## src/rtl/mem_port_arbiter_pkg.sv

```systemverilog
// Shared types for the fetch / load-store memory port arbiter.
package mem_port_arbiter_pkg;

  typedef enum logic {
    ARB_IDLE,
    ARB_WAIT
  } arb_state_e;

  typedef enum logic {
    PORT_IF,
    PORT_LS
  } port_id_e;

  // Counter width able to hold 0..limit inclusive.
  function automatic int unsigned streak_width(int unsigned limit);
    return (limit < 1) ? 1 : $clog2(limit + 1);
  endfunction

endpackage

```

## src/rtl/mem_port_arbiter_starve_ctr.sv

```systemverilog
// Saturating count of consecutive load/store grants taken while fetch was waiting.
module arb_starve_ctr
  import mem_port_arbiter_pkg::*;
#(
  parameter int unsigned STARVE_LIMIT = 4
) (
  input  logic clk,
  input  logic reset,
  input  logic i_inc,
  input  logic i_clr,
  output logic o_at_limit
);

  localparam int unsigned CW = streak_width(STARVE_LIMIT);
  localparam logic [CW-1:0] LIMIT = CW'(STARVE_LIMIT);

  logic [CW-1:0] r_streak;

  always_ff @(posedge clk) begin
    if (reset) begin
      r_streak <= '0;
    end else if (i_clr) begin
      r_streak <= '0;
    end else if (i_inc && (r_streak != LIMIT)) begin
      r_streak <= r_streak + 1'b1;
    end
  end

  assign o_at_limit = (r_streak == LIMIT);

endmodule

```

## src/rtl/mem_port_arbiter.sv

```systemverilog
// Arbitrates a single-ported memory between instruction fetch and load/store,
// one outstanding transaction at a time, with a starvation guard for fetch.
module mem_port_arbiter
  import mem_port_arbiter_pkg::*;
#(
  parameter int unsigned AWIDTH       = 32,
  parameter int unsigned DWIDTH       = 32,
  parameter int unsigned STARVE_LIMIT = 4
) (
  input  logic                clk,
  input  logic                reset,
  input  logic                if_req,
  input  logic [AWIDTH-1:0]   if_addr,
  input  logic                if_kill,
  output logic                if_gnt,
  output logic                if_rvalid,
  output logic [DWIDTH-1:0]   if_rdata,
  input  logic                ls_req,
  input  logic                ls_we,
  input  logic [AWIDTH-1:0]   ls_addr,
  input  logic [DWIDTH-1:0]   ls_wdata,
  input  logic [DWIDTH/8-1:0] ls_be,
  output logic                ls_gnt,
  output logic                ls_rvalid,
  output logic [DWIDTH-1:0]   ls_rdata,
  input  logic                mem_ready,
  output logic                mem_req,
  output logic                mem_we,
  output logic [AWIDTH-1:0]   mem_addr,
  output logic [DWIDTH-1:0]   mem_wdata,
  output logic [DWIDTH/8-1:0] mem_be,
  input  logic                mem_rvalid,
  input  logic [DWIDTH-1:0]   mem_rdata,
  output logic                busy,
  output logic                err_spurious
);

  arb_state_e r_state, w_state_next;
  port_id_e   r_owner, w_owner_next;
  logic       r_killed, w_killed_next;
  logic       r_err_spurious;

  logic w_arb_ok, w_at_limit, w_if_win, w_ls_win, w_resp;
  logic w_unused_addr_lsbs;

  // Nothing is granted or returned while reset is held.
  assign w_arb_ok = (r_state == ARB_IDLE) && mem_ready && !reset;
  assign w_if_win = w_arb_ok && if_req && (!ls_req || w_at_limit);
  assign w_ls_win = w_arb_ok && ls_req && !w_if_win;
  assign w_resp   = (r_state == ARB_WAIT) && mem_rvalid && !reset;

  arb_starve_ctr #(
    .STARVE_LIMIT(STARVE_LIMIT)
  ) u_starve_ctr (
    .clk       (clk),
    .reset     (reset),
    .i_inc     (w_ls_win && if_req),
    .i_clr     (w_if_win || !if_req),
    .o_at_limit(w_at_limit)
  );

  always_comb begin
    w_state_next  = r_state;
    w_owner_next  = r_owner;
    w_killed_next = r_killed;
    unique case (r_state)
      ARB_IDLE: begin
        if (w_if_win || w_ls_win) begin
          w_state_next  = ARB_WAIT;
          w_owner_next  = w_if_win ? PORT_IF : PORT_LS;
          w_killed_next = w_if_win && if_kill;
        end
      end
      ARB_WAIT: begin
        if (mem_rvalid) begin
          w_state_next  = ARB_IDLE;
          w_killed_next = 1'b0;
        end else if ((r_owner == PORT_IF) && if_kill) begin
          w_killed_next = 1'b1;
        end
      end
      default: w_state_next = ARB_IDLE;
    endcase
  end

  always_ff @(posedge clk) begin
    if (reset) begin
      r_state        <= ARB_IDLE;
      r_owner        <= PORT_LS;
      r_killed       <= 1'b0;
      r_err_spurious <= 1'b0;
    end else begin
      r_state        <= w_state_next;
      r_owner        <= w_owner_next;
      r_killed       <= w_killed_next;
      r_err_spurious <= r_err_spurious || ((r_state == ARB_IDLE) && mem_rvalid);
    end
  end

  always_comb begin
    mem_req   = 1'b0;
    mem_we    = 1'b0;
    mem_addr  = '0;
    mem_wdata = '0;
    mem_be    = '0;
    if (w_if_win) begin
      mem_req  = 1'b1;
      mem_addr = {if_addr[AWIDTH-1:2], 2'b00};
      mem_be   = '1;
    end else if (w_ls_win) begin
      mem_req   = 1'b1;
      mem_we    = ls_we;
      mem_addr  = {ls_addr[AWIDTH-1:2], 2'b00};
      mem_wdata = ls_wdata;
      mem_be    = ls_be;
    end
  end

  assign if_gnt    = w_if_win;
  assign ls_gnt    = w_ls_win;
  // A kill arriving together with the response still suppresses it.
  assign if_rvalid = w_resp && (r_owner == PORT_IF) && !r_killed && !if_kill;
  assign ls_rvalid = w_resp && (r_owner == PORT_LS);
  assign if_rdata  = if_rvalid ? mem_rdata : '0;
  assign ls_rdata  = ls_rvalid ? mem_rdata : '0;

  assign busy         = (r_state == ARB_WAIT);
  assign err_spurious = r_err_spurious;

  assign w_unused_addr_lsbs = ^{if_addr[1:0], ls_addr[1:0]};

endmodule

```

## config.mk

```make
export PLATFORM = sky130hd
export DESIGN_NAME = mem_port_arbiter
export DESIGN_NICKNAME = d
export VERILOG_FILES = /design/src/rtl/mem_port_arbiter_pkg.sv /design/src/rtl/mem_port_arbiter_starve_ctr.sv /design/src/rtl/mem_port_arbiter.sv
export SDC_FILE = /design/constraint.sdc
export NUM_CORES = 1
export LEC_CHECK = 0
export ABC_AREA = 1
export CELL_PAD_IN_SITES_DETAIL_PLACEMENT = 0
export CELL_PAD_IN_SITES_GLOBAL_PLACEMENT = 1
export CORE_MARGIN = 3
export CORE_UTILIZATION = 12
export DETAILED_ROUTE_END_ITERATION = 10
export PLACE_DENSITY_LB_ADDON = 0.1
export SETUP_SLACK_MARGIN = 0.02
export SKIP_LAST_GASP = 1
export SYNTH_ARGS = -nofsm -noshare
export SYNTH_HDL_FRONTEND = slang
export SYNTH_HIERARCHICAL = 1
export SYNTH_SLANG_ARGS = --single-unit
```

## constraint.sdc

```tcl
create_clock -name clk -period 5.3 [get_ports clk]
set_clock_uncertainty 0.1 [all_clocks]
set_input_delay 1.06 -clock clk [delete_from_list [all_inputs] [get_ports clk]]
set_output_delay 1.06 -clock clk [all_outputs]
set_load 0.005 [all_outputs]
```

==> results of run 1 <==
==> layer usage <==
| layer | GRT usage | vias to the layer above | share of wire |
|---|---|---|---|
| met5 | 0 | - | 0 |
| met4 | 0.009097 | 0 | 0.0034 |
| met3 | 0.03180 | 2 | 0.11 |
| met2 | 0.2254 | 141 | 0.53 |
| met1 | 0.1113 | 1124 | 0.36 |
| li1 | - | 1495 | - |
==> flip-flops by register name (all words and copies together) (netlist names) <==
signal	cells
r_owner	1
u_starve_ctr/r_streak	3
err_spurious	1
busy	1
r_killed	1
==> power by group through the flow <==
stage | Sequential (uW) | Combinational [uW] | Clock (uW)
6_report | 56.9 | 202 | 127
5_1_grt | 57.3 | 221 | 135
4_1_cts | 57.0 | 205 | 130
3_5_place_dp | 57.8 | 204 | 0
3_3_place_gp | 57.7 | 203 | 0
2_1_floorplan | 57.5 | 54.2 | 0
==> cells in the mapped netlist <==
cell type / instances / area share
buf_4: 4 / 0.019
a21oi_1: 3 / 0.0092
ha_1: 2 / 0.015
inv_4: 1 / 0.0039
buf_6: 6 / 0.042
buf_2: 6 / 0.019
a21oi_2: 1 / 0.0054
nand3_1: 4 / 0.012
nor2_4: 1 / 0.0069
nor2_1: 112 / 0.26
nand2_2: 11 / 0.042
nand4_1: 1 / 0.0039
inv_2: 4 / 0.0092
nand4_2: 1 / 0.0077
conb_1: 1 / 0.0023
o211ai_1: 1 / 0.0046
nand2_4: 2 / 0.014
dfxtp_1: 7 / 0.086
o21ai_0: 1 / 0.0031
nand2_1: 102 / 0.24
inv_1: 81 / 0.19
buf_12: 1 / 0.012
==> through the flow <==
step	cell area, um^2	instances	total power, uW	worst slack, ns
final	4506	786	386.7	0.7953
after global routing	4506	786	413.4	0.5235
after CTS	4506	786	392.1	0.6691
after detailed placement	4427	782	261.9	0.6665
after global placement	4427	782	261.2	0.6939
after floorplan	1627	354	111.8	2.376
==> cell families (layout without fill, tap and decap cells) <==
group | after synthesis | in the layout | synth area share
buffers and inverters | 103 | 363 | 0.2914
adder cells (fa/ha/maj) | 2 | 2 | 0.01542
AO/OA/AOI/OAI | 6 | 6 | 0.02236
flip-flops | 7 | 7 | 0.08635
AND/OR/NAND/NOR | 234 | 234 | 0.5821
other | 1 | 2 | 0.002311
==> path summary, 6_finish.rpt <==
kind / startpoint / to / slack (ns) / cells after the start
max: reset / mem_addr[13] / 0.80 / 9
min: err_spurious / err_spurious / 0.37 / 2
max reg2reg: u_starve_ctr/r_streak[0] / u_starve_ctr/r_streak[2] / 3.13 / 14
min reg2reg: err_spurious / err_spurious / 0.37 / 2
==> critical path: cells and delay by family <==
kind,cells,cell delay (ns)
buffers and inverters,5,1.71
and+or+nand+nor,4,0.54
==> final cells by class <==
cell class	count	area share
clock buffer	4	0.01750
inverter	86	0.07220
multi-input combinational	244	0.2249
sequential	7	0.03110
tap	172	0.04776
timing repair buffer	273	0.6065
==> summary.txt, run 1 <==
Worst hold path
  – Tightest Hold Check Type: register to register

Drt
  – Residual DRC count: 0
  – Avg WL per Cell: 11.64 um
  – Routed WL: 9147 um
  – Routed Antenna Nets: 0
  – DRT Pass-1 Iters: 4
  – Vias: 2762
  – 1st-iter DRT viols: 79
  – Vias/cell: 3.514

Finish
  – FF/Latch Area: 140.1 um^2
  – Most frequent cells in the layout: clkdlybuf4s50_1, nor2_1, nand2_1
  – Fill cells: 1363
  – Most common cell after layout, fill and taps aside: clkdlybuf4s50_1
  – Layout area overhead: 177.6%
  – Final nets: 757
  – Multi-input combinational cell area: 0.001013 mm^2
  – Post-route core utilization: 0.3485
  – ANT cells: 0
  – Fraction of layout cells with a size suffix above 1: 0.03909

Global route
  – Total Routing Usage GR: 0.1095
  – First-pass GRT wire length: 13250 um
  – Vias in the first global route: around 2600
  – Initial antenna violation count: 0
  – Largest net degree at the start of global routing: 37
  – GR Overflow Total: 0

STA
  – Final Max Slew Viols: 0
  – Tmin final: between 4 and 5 ns
  – Total negative slack: 0 ns
  – RSZ-0062 raised after global routing: no
  – Least-Margin Pin Slew: 1.014 ns
  – Fmax: 222.0 MHz
  – Hold slack: 0.3699 ns
  – Relative slew slack: 0.3230
  – Final period util: 0.8499
  – Final setup fails: 0
  – Endpoints failing hold: 0

Status
  – Status: complete, no violations

Clocking
  – Clk Latency, worst-skew pair: 0.23 ns
  – Cts hold-fix bufs: 0
  – Clock Root Buffer: clkbuf_16
  – Clock slew at reported path FFs: 0.04 ns
  – Total CTS buffers: 3
  – # resized after CTS: 0
  – CTS Sinks: 7
  – Worst-case clock buffer depth: 2
  – CTS tree: done
  – H-tree lvl count: 1
  – Setup Buffers After CTS: 0

Synth
  – Synthesized flop and latch total: 7
  – Yosys warnings: 6
  – Synth cell types: 22
  – Post-Synthesis Cells: 353
  – Mapped Area: 0.001623 mm^2
  – Syn avg cell area: between 4 and 5 um^2
  – Post-synthesis sequential area ratio: 0.08635

Die
  – Num rows: 41
  – DIE AREA: 0.01495 mm^2
  – Core area: 0.01293 mm^2
  – I/O Pins: between 200 and 300
  – Die Y: about 120 um
  – Width of the die: 122.3 um
  – Starting density of the core: 0.1255

Power
  – Gate power share: 0.524
  – Clock network power share: 0.329
  – Max VDD drop: 0.07384 mV
  – P_int: 292.8 uW
  – Sequential Power Share: 0.147
  – Pleak: 0.002160 uW
  – Switching share of total power: 0.2427
  – PwrDens: 85.82 mW/mm^2
  – Sw Pwr: between 90 and 100 uW

Worst setup path
  – Crit-path cells: clkdlybuf4s50_1 > inv_2 > nand4_2 > inv_2 > nand2_4 > inv_4 > nand2_1 > nand2_1 > clkdlybuf4s50_1
  – Crit-path slowest cell: clkdlybuf4s50_1
  – Startpoint Class: primary input
  – Capturing element type of the critical path: output port
  – Critical Path Fanout Max: 36
  – Setup CP Type: primary input to output port
  – Worst EP required: between 4 and 5 ns
  – Arrival @ worst endpoint: between 3 and 4 ns
  – Crit-path max cell delay: 0.52 ns

Placement
  – Gp weighted congestion: approximately 0.7
  – DP Wirelength: ~7800 um
  – Port buffer count: around 270

Run
  – Max Cap Viol: 0
(Power assumes the default switching activity.)
==> inputs of run 2 (changes only) <==
- CORE_UTILIZATION: 12 -> 10
- clock period: 5.3 -> 3.79 ns (I/O delays scaled with it)
==> summary.txt, run 2 (synthesized netlist as in run 1, its figures left out) <==
Clocking
  – Worst-case clock buffer depth: 2 (unchanged)
  – Clock slew at reported path FFs: 0.04 ns (about the same)
  – Setup Buffers After CTS: 0 (unchanged)
  – Total CTS buffers: 3 (unchanged)
  – Clock Root Buffer: clkbuf_16
  – CTS tree: done
  – H-tree lvl count: 1 (unchanged)
  – Clk Latency, worst-skew pair: 0.23 ns (about the same)
  – CTS Sinks: 7 (unchanged)
  – # resized after CTS: 0 (unchanged)
  – Cts hold-fix bufs: 0 (unchanged)

Worst setup path
  – Crit-path max cell delay: 0.54 ns (+0.02 ns)
  – Crit-path cells: clkdlybuf4s50_1 > inv_2 > nand4_2 > inv_2 > nand2_4 > buf_4 > nor2_1 > clkdlybuf4s50_1
  – Startpoint Class: primary input
  – Crit-path slowest cell: clkdlybuf4s50_1
  – Arrival @ worst endpoint: 2.72 ns (-0.62 ns)
  – Critical Path Fanout Max: 34 (-5.6%)
  – Worst EP required: 2.93 ns (-1.21 ns)
  – Setup CP Type: primary input to output port
  – Capturing element type of the critical path: output port

Global route
  – First-pass GRT wire length: 14730 um (+11%)
  – Vias in the first global route: 2659 (+1.9%)
  – Total Routing Usage GR: 0.1002 (-0.009295)
  – GR Overflow Total: 0 (unchanged)
  – Initial antenna violation count: 0 (unchanged)
  – Largest net degree at the start of global routing: 35 (-5.4%)

Die
  – Core area: 0.01554 mm^2 (+20%)
  – Num rows: 45 (+9.8%)
  – DIE AREA: 0.01779 mm^2 (+19%)
  – I/O Pins: 280 (unchanged)
  – Die Y: 133.4 um (+9.1%)
  – Width of the die: 133.4 um (+9.1%)
  – Starting density of the core: 0.1044 (-0.02110)

STA
  – Hold slack: 0.3775 ns (+0.007550 ns)
  – Final period util: 0.9435
  – Endpoints failing hold: 0 (unchanged)
  – Final setup fails: 0 (unchanged)
  – RSZ-0062 raised after global routing: no
  – Fmax: 279.6 MHz
  – Final Max Slew Viols: 0 (unchanged)
  – Tmin final: 3.576 ns
  – Total negative slack: 0 ns (unchanged)

Placement
  – Gp weighted congestion: 0.7050 (+0.36%)
  – DP Wirelength: 8348 um (+7.4%)
  – Port buffer count: 273 (unchanged)

Finish
  – Final nets: 762 (+0.66%)
  – Fill cells: 1755 (+29%)
  – Most frequent cells in the layout: clkdlybuf4s50_1, nor2_1, nand2_1
  – Layout area overhead: 185.4%
  – Largest register FFs: 3 (unchanged)
  – Fraction of layout cells with a size suffix above 1: 0.04685 (+0.007762)
  – Largest register by flop count: u_starve_ctr/r_streak
  – ANT cells: 0 (unchanged)
  – Most common cell after layout, fill and taps aside: clkdlybuf4s50_1

Drt
  – Metal3 WL: 788 um (-19%)
  – Max Used Layer: met4
  – Routed WL: 9715 um (+6.2%)
  – Vias: 2797 (+1.3%)
  – Metal-1 WL: 3516 um (+6.9%)
  – Residual DRC count: 0 (unchanged)
  – Avg WL per Cell: 11.70 um (+0.58%)
  – 1st-iter DRT viols: 55 (-30%)
  – DRT Pass-1 Iters: 4 (unchanged)
  – Met2 wire len: 5379 um (+11%)
  – Routed Antenna Nets: 0 (unchanged)
  – Vias/cell: 3.370 (-4.1%)

Power
  – Max VDD drop: 0.1186 mV (+61%)
  – Sw Pwr: 134.7 uW (+44%)
  – Clock network power share: 0.330 (about the same)
  – Sequential Power Share: 0.146 (about the same)
  – P_int: 412.5 uW (+41%)
  – Switching share of total power: 0.2462 (+0.003518)
  – Gate power share: 0.524 (about the same)
  – Pleak: 0.002199 uW (+1.8%)
  – PwrDens: 118.2 mW/mm^2 (+38%)

Status
  – Status: complete, no violations

Worst hold path
  – Tightest Hold Check Type: register to register

Run
  – Max Cap Viol: 0 (unchanged)
-- run 2: cell count changes in the layout (fill, tap and decap cells not counted), sizes merged --
cell  delta
buf      +5
-- run 2: routing by layer --
| layer | vias to the layer above | GRT usage |
|---|---|---|
| met3 | 4 | 0.02530 |
| met4 | 0 | 0.01029 |
| met1 | 1164 | 0.1061 |
| met5 | - | 0 |
| li1 | 1502 | - |
| met2 | 127 | 0.2034 |
-- run 2: worst paths after layout --
| check | to | cells past startpoint | slack [ns] | startpoint |
|---|---|---|---|---|
| max | mem_wdata[23] | 8 | 0.21 | reset |
| min | err_spurious | 2 | 0.38 | err_spurious |
| max reg2reg | u_starve_ctr/r_streak[2] | 15 | 1.58 | u_starve_ctr/r_streak[0] |
| min reg2reg | err_spurious | 2 | 0.38 | err_spurious |
-- run 2: power by group through the flow --
| stage | logic [uW] | clock network (uW) | registers [uW] |
|---|---|---|---|
| floorplan | 75.8 | 0 | 80.5 |
| detailed placement | 290 | 0 | 80.8 |
| global route | 314 | 190 | 80.1 |
| global placement | 288 | 0 | 80.8 |
| CTS | 291 | 186 | 79.7 |
| finish | 287 | 181 | 79.8 |
-- run 2: critical path: cells and delay by family --
kind / cells / cell delay [ns]
simple gates: 3 / 0.35
buf+inv: 5 / 1.60
-- run 2: layout make-up --
cell class / count / area (um^2) / area share
Timing Repair Buffer: 278 / 2808 / 0.6062
Multi-Input combinational cell: 244 / 1013 / 0.2188
Inverter: 86 / 327.8 / 0.07077
Tap cell: 211 / 264.0 / 0.05700
Sequential cell: 7 / 140.1 / 0.03025
Clock buffer: 4 / 78.83 / 0.01702
-- run 2: through the flow --
step                      setup WS [ns]    util  cells  cell area, um^2  power (uW)
after detailed placement         0.1127  0.2928    826             4551       370.6
after global placement           0.1222  0.2928    826             4551       368.9
after CTS                        0.1112  0.2979    830             4629       556.9
after global routing            0.06446  0.2981    830             4632       584.3
after floorplan                   1.470       -    354             1627       156.3
final                            0.2140  0.2981    830             4632       547.3
